File: src/rtl/riscv_mc_pkg.sv
// Shared definitions for the RISC-V multicycle control unit.
// Holds the controller state encoding, the opcodes it recognises, the ALU
// operation classes and the select encodings driven onto datapath muxes.
package riscv_mc_pkg;

    typedef enum logic [3:0] {
        FETCH    = 4'd0,
        DECODE   = 4'd1,
        MEMADR   = 4'd2,
        MEMREAD  = 4'd3,
        MEMWB    = 4'd4,
        MEMWRITE = 4'd5,
        EXECUTER = 4'd6,
        EXECUTEI = 4'd7,
        ALUWB    = 4'd8,
        BEQ      = 4'd9,
        JAL      = 4'd10
    } state_t;

    localparam logic [6:0] OP_LW  = 7'b0000011;
    localparam logic [6:0] OP_SW  = 7'b0100011;
    localparam logic [6:0] OP_R   = 7'b0110011;
    localparam logic [6:0] OP_I   = 7'b0010011;
    localparam logic [6:0] OP_BEQ = 7'b1100011;
    localparam logic [6:0] OP_JAL = 7'b1101111;

    typedef enum logic [1:0] {
        ALUOP_ADD   = 2'b00,
        ALUOP_SUB   = 2'b01,
        ALUOP_FUNCT = 2'b10,
        ALUOP_RSVD  = 2'b11
    } aluop_t;

    localparam logic [2:0] ALU_ADD = 3'b000;
    localparam logic [2:0] ALU_SUB = 3'b001;
    localparam logic [2:0] ALU_AND = 3'b010;
    localparam logic [2:0] ALU_OR  = 3'b011;
    localparam logic [2:0] ALU_SLT = 3'b101;

    localparam logic [1:0] IMM_I = 2'b00;
    localparam logic [1:0] IMM_S = 2'b01;
    localparam logic [1:0] IMM_B = 2'b10;
    localparam logic [1:0] IMM_J = 2'b11;

    localparam logic [1:0] RES_ALUOUT    = 2'b00;
    localparam logic [1:0] RES_DATA      = 2'b01;
    localparam logic [1:0] RES_ALURESULT = 2'b10;

    localparam logic [1:0] SRCA_PC    = 2'b00;
    localparam logic [1:0] SRCA_OLDPC = 2'b01;
    localparam logic [1:0] SRCA_RS1   = 2'b10;

    localparam logic [1:0] SRCB_RS2  = 2'b00;
    localparam logic [1:0] SRCB_IMM  = 2'b01;
    localparam logic [1:0] SRCB_FOUR = 2'b10;

endpackage

File: src/rtl/multicycle_controller_alu_decoder.sv
// ALU decoder: turns the FSM's ALU operation class plus the instruction's
// funct fields into the 3-bit alucontrol code.
//   aluop    in  2  operation class from the FSM
//   funct3   in  3  instr[14:12]
//   op5      in  1  instr[5], set for R-type, clear for I-type ALU
//   funct7b5 in  1  instr[30]
//   alucontrol out 3 ALU operation select
module alu_decoder
    import riscv_mc_pkg::*;
(
    input  aluop_t     aluop,
    input  logic [2:0] funct3,
    input  logic       op5,
    input  logic       funct7b5,
    output logic [2:0] alucontrol
);

    // NOTE: every output of a combinational block gets a default before the
    // case, so no path leaves it unassigned and no latch is inferred.
    always_comb begin
        alucontrol = ALU_ADD;
        case (aluop)
            ALUOP_SUB: alucontrol = ALU_SUB;
            ALUOP_FUNCT: begin
                case (funct3)
                    // funct7b5 alone would make addi with a negative imm
                    // subtract; op5 restricts sub to R-type.
                    3'b000:  alucontrol = (op5 & funct7b5) ? ALU_SUB : ALU_ADD;
                    3'b010:  alucontrol = ALU_SLT;
                    3'b110:  alucontrol = ALU_OR;
                    3'b111:  alucontrol = ALU_AND;
                    default: alucontrol = ALU_ADD;
                endcase
            end
            default: alucontrol = ALU_ADD;
        endcase
    end

endmodule

File: src/rtl/multicycle_controller.sv
// Control unit of the RISC-V multicycle core. A Moore FSM steps each
// instruction through fetch/decode/execute/writeback and drives the
// enables and mux selects of the shared datapath.
//   clk, reset          clock; async active-high reset to FETCH
//   op, funct3, funct7b5 instruction fields from the instruction register
//   zero                ALU zero flag (only matters in BEQ)
//   immsrc              immediate format, decoded from op alone
//   alusrca/alusrcb     ALU operand selects
//   resultsrc, adrsrc   result and memory-address selects
//   alucontrol          ALU operation
//   irwrite, pcwrite, regwrite, memwrite  datapath write enables
//   state               current FSM state, for debug
module multicycle_controller
    import riscv_mc_pkg::*;
(
    input  logic       clk,
    input  logic       reset,
    input  logic [6:0] op,
    input  logic [2:0] funct3,
    input  logic       funct7b5,
    input  logic       zero,
    output logic [1:0] immsrc,
    output logic [1:0] alusrca,
    output logic [1:0] alusrcb,
    output logic [1:0] resultsrc,
    output logic       adrsrc,
    output logic [2:0] alucontrol,
    output logic       irwrite,
    output logic       pcwrite,
    output logic       regwrite,
    output logic       memwrite,
    output logic [3:0] state
);

    state_t state_q, state_d;
    aluop_t aluop;
    logic   branch;
    logic   pcupdate;

    // NOTE: sequential state uses non-blocking assignment so every flop
    // samples pre-edge values regardless of block ordering.
    always_ff @(posedge clk or posedge reset) begin
        if (reset) state_q <= FETCH;
        else       state_q <= state_d;
    end

    always_comb begin
        state_d = FETCH;
        case (state_q)
            FETCH: state_d = DECODE;
            DECODE: begin
                case (op)
                    OP_LW, OP_SW: state_d = MEMADR;
                    OP_R:         state_d = EXECUTER;
                    OP_I:         state_d = EXECUTEI;
                    OP_BEQ:       state_d = BEQ;
                    OP_JAL:       state_d = JAL;
                    default:      state_d = FETCH;  // illegal opcode: drop it
                endcase
            end
            MEMADR:   state_d = (op == OP_LW) ? MEMREAD : MEMWRITE;
            MEMREAD:  state_d = MEMWB;
            EXECUTER, EXECUTEI, JAL: state_d = ALUWB;
            default:  state_d = FETCH;
        endcase
    end

    always_comb begin
        alusrca   = SRCA_PC;
        alusrcb   = SRCB_RS2;
        resultsrc = RES_ALUOUT;
        adrsrc    = 1'b0;
        aluop     = ALUOP_ADD;
        irwrite   = 1'b0;
        regwrite  = 1'b0;
        memwrite  = 1'b0;
        branch    = 1'b0;
        pcupdate  = 1'b0;
        case (state_q)
            FETCH: begin
                irwrite   = 1'b1;
                alusrcb   = SRCB_FOUR;
                resultsrc = RES_ALURESULT;
                pcupdate  = 1'b1;
            end
            DECODE: begin
                alusrca = SRCA_OLDPC;
                alusrcb = SRCB_IMM;
            end
            MEMADR: begin
                alusrca = SRCA_RS1;
                alusrcb = SRCB_IMM;
            end
            MEMREAD: adrsrc = 1'b1;
            MEMWB: begin
                resultsrc = RES_DATA;
                regwrite  = 1'b1;
            end
            MEMWRITE: begin
                adrsrc   = 1'b1;
                memwrite = 1'b1;
            end
            EXECUTER: begin
                alusrca = SRCA_RS1;
                aluop   = ALUOP_FUNCT;
            end
            EXECUTEI: begin
                alusrca = SRCA_RS1;
                alusrcb = SRCB_IMM;
                aluop   = ALUOP_FUNCT;
            end
            ALUWB: regwrite = 1'b1;
            BEQ: begin
                alusrca = SRCA_RS1;
                aluop   = ALUOP_SUB;
                branch  = 1'b1;
            end
            JAL: begin
                alusrca  = SRCA_OLDPC;
                alusrcb  = SRCB_FOUR;
                pcupdate = 1'b1;
            end
            default: ;
        endcase
    end

    // zero only reaches pcwrite through branch, so it is ignored outside BEQ.
    assign pcwrite = pcupdate | (branch & zero);

    always_comb begin
        case (op)
            OP_SW:   immsrc = IMM_S;
            OP_BEQ:  immsrc = IMM_B;
            OP_JAL:  immsrc = IMM_J;
            default: immsrc = IMM_I;
        endcase
    end

    alu_decoder u_alu_decoder (
        .aluop      (aluop),
        .funct3     (funct3),
        .op5        (op[5]),
        .funct7b5   (funct7b5),
        .alucontrol (alucontrol)
    );

    assign state = state_q;

endmodule

File: config.mk
export PLATFORM = sky130hd
export DESIGN_NAME = multicycle_controller
export DESIGN_NICKNAME = d
export VERILOG_FILES = /design/src/rtl/riscv_mc_pkg.sv /design/src/rtl/multicycle_controller_alu_decoder.sv /design/src/rtl/multicycle_controller.sv
export SDC_FILE = /design/constraint.sdc
export NUM_CORES = 1
export LEC_CHECK = 0
export CAP_MARGIN = 0
export CORE_MARGIN = 2
export CORE_UTILIZATION = 30
export DETAILED_ROUTE_END_ITERATION = 8
export PLACE_DENSITY = 0.68
export SKIP_CTS_REPAIR_TIMING = 1
export SYNTH_ARGS = -nofsm -noshare
export SYNTH_HDL_FRONTEND = slang
export SYNTH_SLANG_ARGS = --single-unit
export TNS_END_PERCENT = 5
File: constraint.sdc
create_clock -name clk -period 4.3 [get_ports clk]
set_input_delay 0.86 -clock clk [delete_from_list [all_inputs] [get_ports clk]]
set_output_delay 0.86 -clock clk [all_outputs]
set_load 0.05 [all_outputs]
# After elaboration in Yosys (flattened, before gate mapping)
# Index checks and enable logic that the tools add are counted.
[classes] n_eq_ne=21 n_mux=17 bitwise=3 reduce_logical=11
[ops] operator="$pmux W4 S5" count=2
[ops] operator="$eq A4 B3 Y1 const B" count=4
[ops] operator="$pmux W2 S2" count=4
[ops] operator="$eq A7 B6 Y1 const B" count=2
[ops] operator="$eq A7 B7 Y1 const B" count=2
[ops] operator="$eq A4 B4 Y1 const B" count=3
[ops] operator="$pmux W3 S4" count=1
[ops] operator="$reduce_or A2 Y1" count=6
[ops] operator="$eq A4 B2 Y1 const B" count=2
[ops] operator="$eq A7 B2 Y1 const B" count=1
[ops] operator="$eq A7 B5 Y1 const B" count=1
[ops] operator="$mux W1" count=7
[ops] operator="$eq A3 B3 Y1 const B" count=2
[ops] operator="$pmux W2 S3" count=1
[ops] operator="$pmux W3 S2" count=1
[ops] operator="$reduce_or A3 Y1" count=2
[ops] operator="$eq A4 B1 Y1 const B" count=1
[ops] operator="$logic_not A4 Y1" count=1
[ops] operator="$reduce_or A4 Y1" count=1
[ops] operator="$eq A3 B2 Y1 const B" count=1
[ops] operator="$logic_not A3 Y1" count=1
[ops] operator="$mux W3" count=1
[ops] operator="$and A1 B1 Y1" count=2
[ops] operator="$eq A2 B1 Y1 const B" count=1
[ops] operator="2 further kinds" count=2
[word_totals] register_bits=4 input_bits=14 output_inout_bits=20 word_cells=53

# Longest topological paths before layout
[depth] depth_word=5 depth_mapped=7 ltp_nobuf=6

# Hierarchy
# From an unflattened synthesis, not the netlist that was laid out.
[hier_totals] cells_unflattened=78 hier_area_um2=598.1
[modules_own_cells] mod="multicycle_controller" n_inst=1 cells_per_inst=67 area_each_um2=501.7 seq_area_each_um2=100.1
[modules_own_cells] mod="alu_decoder" n_inst=1 cells_per_inst=11 area_each_um2=96.3 seq_area_each_um2=0.0

# Worst setup path after synthesis
# Ideal clock, no wire load.
[synth_path] kind="register to output" start="reg state_q[1] (netlist: state[1])" end="out alucontrol[2]" arrival_time_ps=2970 t_required_ps=3440 path_slack_ps=470 path_stages_with_launch=6 n_path_buf=0 cell_sequence="dfrtp_1 > nand2b_1 > or2_2 > inv_2 > ha_1 > nor4_1"
[synth_between] elab_chain_cells=5 word_cells_on_any_way=8 cone_classes="eq/ne: 5; mux: 2; reduce/logical: 1"
[synth_lines] item="start: declaration" line_no="multicycle_controller.sv:35" source="state_t state_q, state_d;"
[synth_lines] item="start signal: assignment" line_no="multicycle_controller.sv:44" source="else state_q <= state_d;"
[synth_lines] item="$eq A4 B3 Y1" line_no="multicycle_controller.sv:79" source="case (state_q)"
[synth_lines] item="$reduce_or A2 Y1 (no source line)"
[synth_lines] item="$pmux W2 S2 (*)" line_no="multicycle_controller.sv:79"
[synth_lines] item="$eq A2 B2 Y1 / $eq A2 B1 Y1 (equally long branches)" line_no="multicycle_controller_alu_decoder.sv:22" source="case (aluop)"
[synth_lines] item="$pmux W3 S2 (*)" line_no="multicycle_controller_alu_decoder.sv:22"
[synth_lines] item="end: declaration" line_no="multicycle_controller.sv:27" source="output logic [2:0] alucontrol,"
# Every way passes the cells marked *; elsewhere a longest branch is shown, timed or not.

# Final worst setup path
[layout_path] start="reg state_q[0] (netlist: state[0])" end="out alucontrol[2]"
# The elaborated chain is that of the path after synthesis.

==> metrics.txt <==
status finished clean; grt total ovfl 0; RSZ-0062 raised after global routing false; most common cell after layout, fill and taps aside clkdlybuf4s50_1; TritonCTS Buffers 3; maxcap violations 0; Vias/cell 5.07; Post-DP HPWL 1170 um; n_diodes 0; Combinational Power Share 0.712; initial antenna violation count 0; Syn-to-layout area delta 67.7%; register area share after synthesis 0.186; Register-to-Register Path Depth 3; Seq pwr share 0.169; DRT antenna net count 0; Setup crit end kind primary output; Starting Density 0.316; buffers added on ports 33; Clk pwr share 0.119; Worst R2R Start state[0]$_DFF_PP0_; number of stages on the worst hold path 2; Worst-path clk slew 0.04 ns; DRC 0; I/O pin cnt 34; final setup violation count 0; FF-to-FF setup slack 2.83 ns; worst-skew pair later-pin latency 0.24 ns; vias ~650; fin worst setup slack approximately 0.65 ns; CORE AREA approximately 0.0017 mm^2; Hold Vio Cnt, Final 0; Critical R2R Capture state[0]$_DFF_PP0_; Syn Area/Cell 7.49 um^2; CTS Sinks 4; routability cong. 0.816; Iteration-0 DRC Markers 15; share of the synthesized area in the top cell type 0.186; power density over cell area about 430 mW/mm^2; CP required about 3.4 ns; Slew @ Worst Pin 0.519 ns; Yosys cell types 37; CP Class reg2out; Mapped Nets 88; FP Rows 15; Min-Delay Endpoint state[3]$_DFF_PP0_; DP Worst Slack 0.692 ns; multi-input logic area 394 um^2; Max VDD drop around 0.22 mV; top_reg_cell synth dfrtp_1; grt peak-use layer met2; vias in the first global route 554; pin count of the biggest net entering global routing 17; # fillers 162; Fin Setup TNS 0 ns; largest cells by area after synthesis dfrtp_1, and2_1, ha_1, nor3b_1, nand2b_1; Root Driver clkbuf_4; Hold Startpoint state[1]$_DFF_PP0_; internal power 174 uW; H-tree depth 1; final net count 122; crit path DAT 2.79 ns; first-pass GRT wire length 2320 um; routed len/inst between 10 and 15 um; GR Util All Layers 0.154; Clock Path Buffers 2; number of synthesis warnings 0; first-pass iteration count of the detailed router 5; Final period util 0.849; post-synthesis instance total 72; commonest non-fill, non-tap cells in the layout clkdlybuf4s50_1, and2_1, nor2_1, inv_1, dfrtp_1; GRT met3 Usage 0.0392; Post-synth EDFFs 0; worst clock skew 0.00322 ns; max reg flops 4; met2 Use GR 0.269; max frequency around 270 MHz; switching portion of total power 0.555; share of layout cells above drive strength 1 0.0769; Synth async-reset ratio 1.00; Yosys reg bits 4; NetSw 217 uW; CTS tree built; mapped cell area 539 um^2; largest area contributor in the netlist dfrtp_1; Die Y 46.4 um; max_slew headroom 0.653; total die area 0.00215 mm^2; met1 usage 0.165; Die Span X 46.4 um; LEAKAGE 0.367 nW; Crit Path Max Fanout 16; post-layout min period 3.65 ns; Detailed Route WL about 1500 um; FF/Latch Area roughly 100 um^2; critical path startpoint category register; Min-Delay Path Class reg2reg; Slew Viols, Final 0
cell families after synthesis:
| group | count (synthesis) | synth area share |
|---|---|---|
| XOR/XNOR | 3 | 0.0487 |
| AND/OR/NAND/NOR | 39 | 0.459 |
| adder cells (fa/ha/maj) | 2 | 0.0464 |
| flip-flops | 4 | 0.186 |
| AO/OA/AOI/OAI | 14 | 0.176 |
| buffers and inverters | 10 | 0.0835 |
power by group through the flow:
stage                     sequential [mW]  clock (mW)  combinational, mW
after floorplan                    0.0702           0              0.187
after global placement             0.0652           0              0.278
after detailed placement           0.0656           0              0.280
after CTS                          0.0649      0.0476              0.280
after global routing               0.0687      0.0520              0.292
final                              0.0662      0.0463              0.278
per-layer routing:
metal	share of wire	vias to the layer above	routed length [um]
met5	0	-	0
met4	0.018	0	28
met3	0.084	4	129
met2	0.48	30	730
met1	0.42	288	646
li1	-	332	-
critical path, cell delays in order, from the launching register on:
cell and delay (ns):
dfrtp_1 0.64, nand2b_1 0.18, or2_2 0.35, inv_2 0.08, ha_1 0.24, nor4_1 0.22, clkdlybuf4s50_1 0.84
metrics by stage:
stage               power (mW)  hold slack (ns)   util  std cells  area [um^2]
floorplan                0.257            0.626      -         72          539
global placement         0.343            0.706  0.516        126          882
detailed placement       0.345            0.710  0.516        126          882
CTS                      0.392            0.725  0.530        129          905
global route             0.413            0.790  0.530        129          905
finish                   0.391            0.733  0.530        129          905
cell type report:
type | instances | area share
multi-input combinational | 58 | 0.436
timing repair buffer | 34 | 0.373
sequential | 4 | 0.111
tap | 25 | 0.0346
clock buffer | 3 | 0.0249
inverter | 5 | 0.0207
Yosys cell counts, drive strengths merged (3+ instances only):
cell type  number
dfrtp           4
nor2            5
nor3            3
nor3b           3
inv             5
o21ai           3
nand2b          3
and2            5
buf             4
worst max-delay path by stage:
stage,from,to,slack (ns)
floorplan,state[1]$_DFF_PP0_,alucontrol[2],0.47
global placement,op[2],immsrc[0],0.72
detailed placement,op[2],immsrc[0],0.69
CTS,state[0]$_DFF_PP0_,alucontrol[2],0.67
global route,state[0]$_DFF_PP0_,alucontrol[2],0.50
finish,state[0]$_DFF_PP0_,alucontrol[2],0.65
Note: power is estimated with default switching activity, not from simulation.
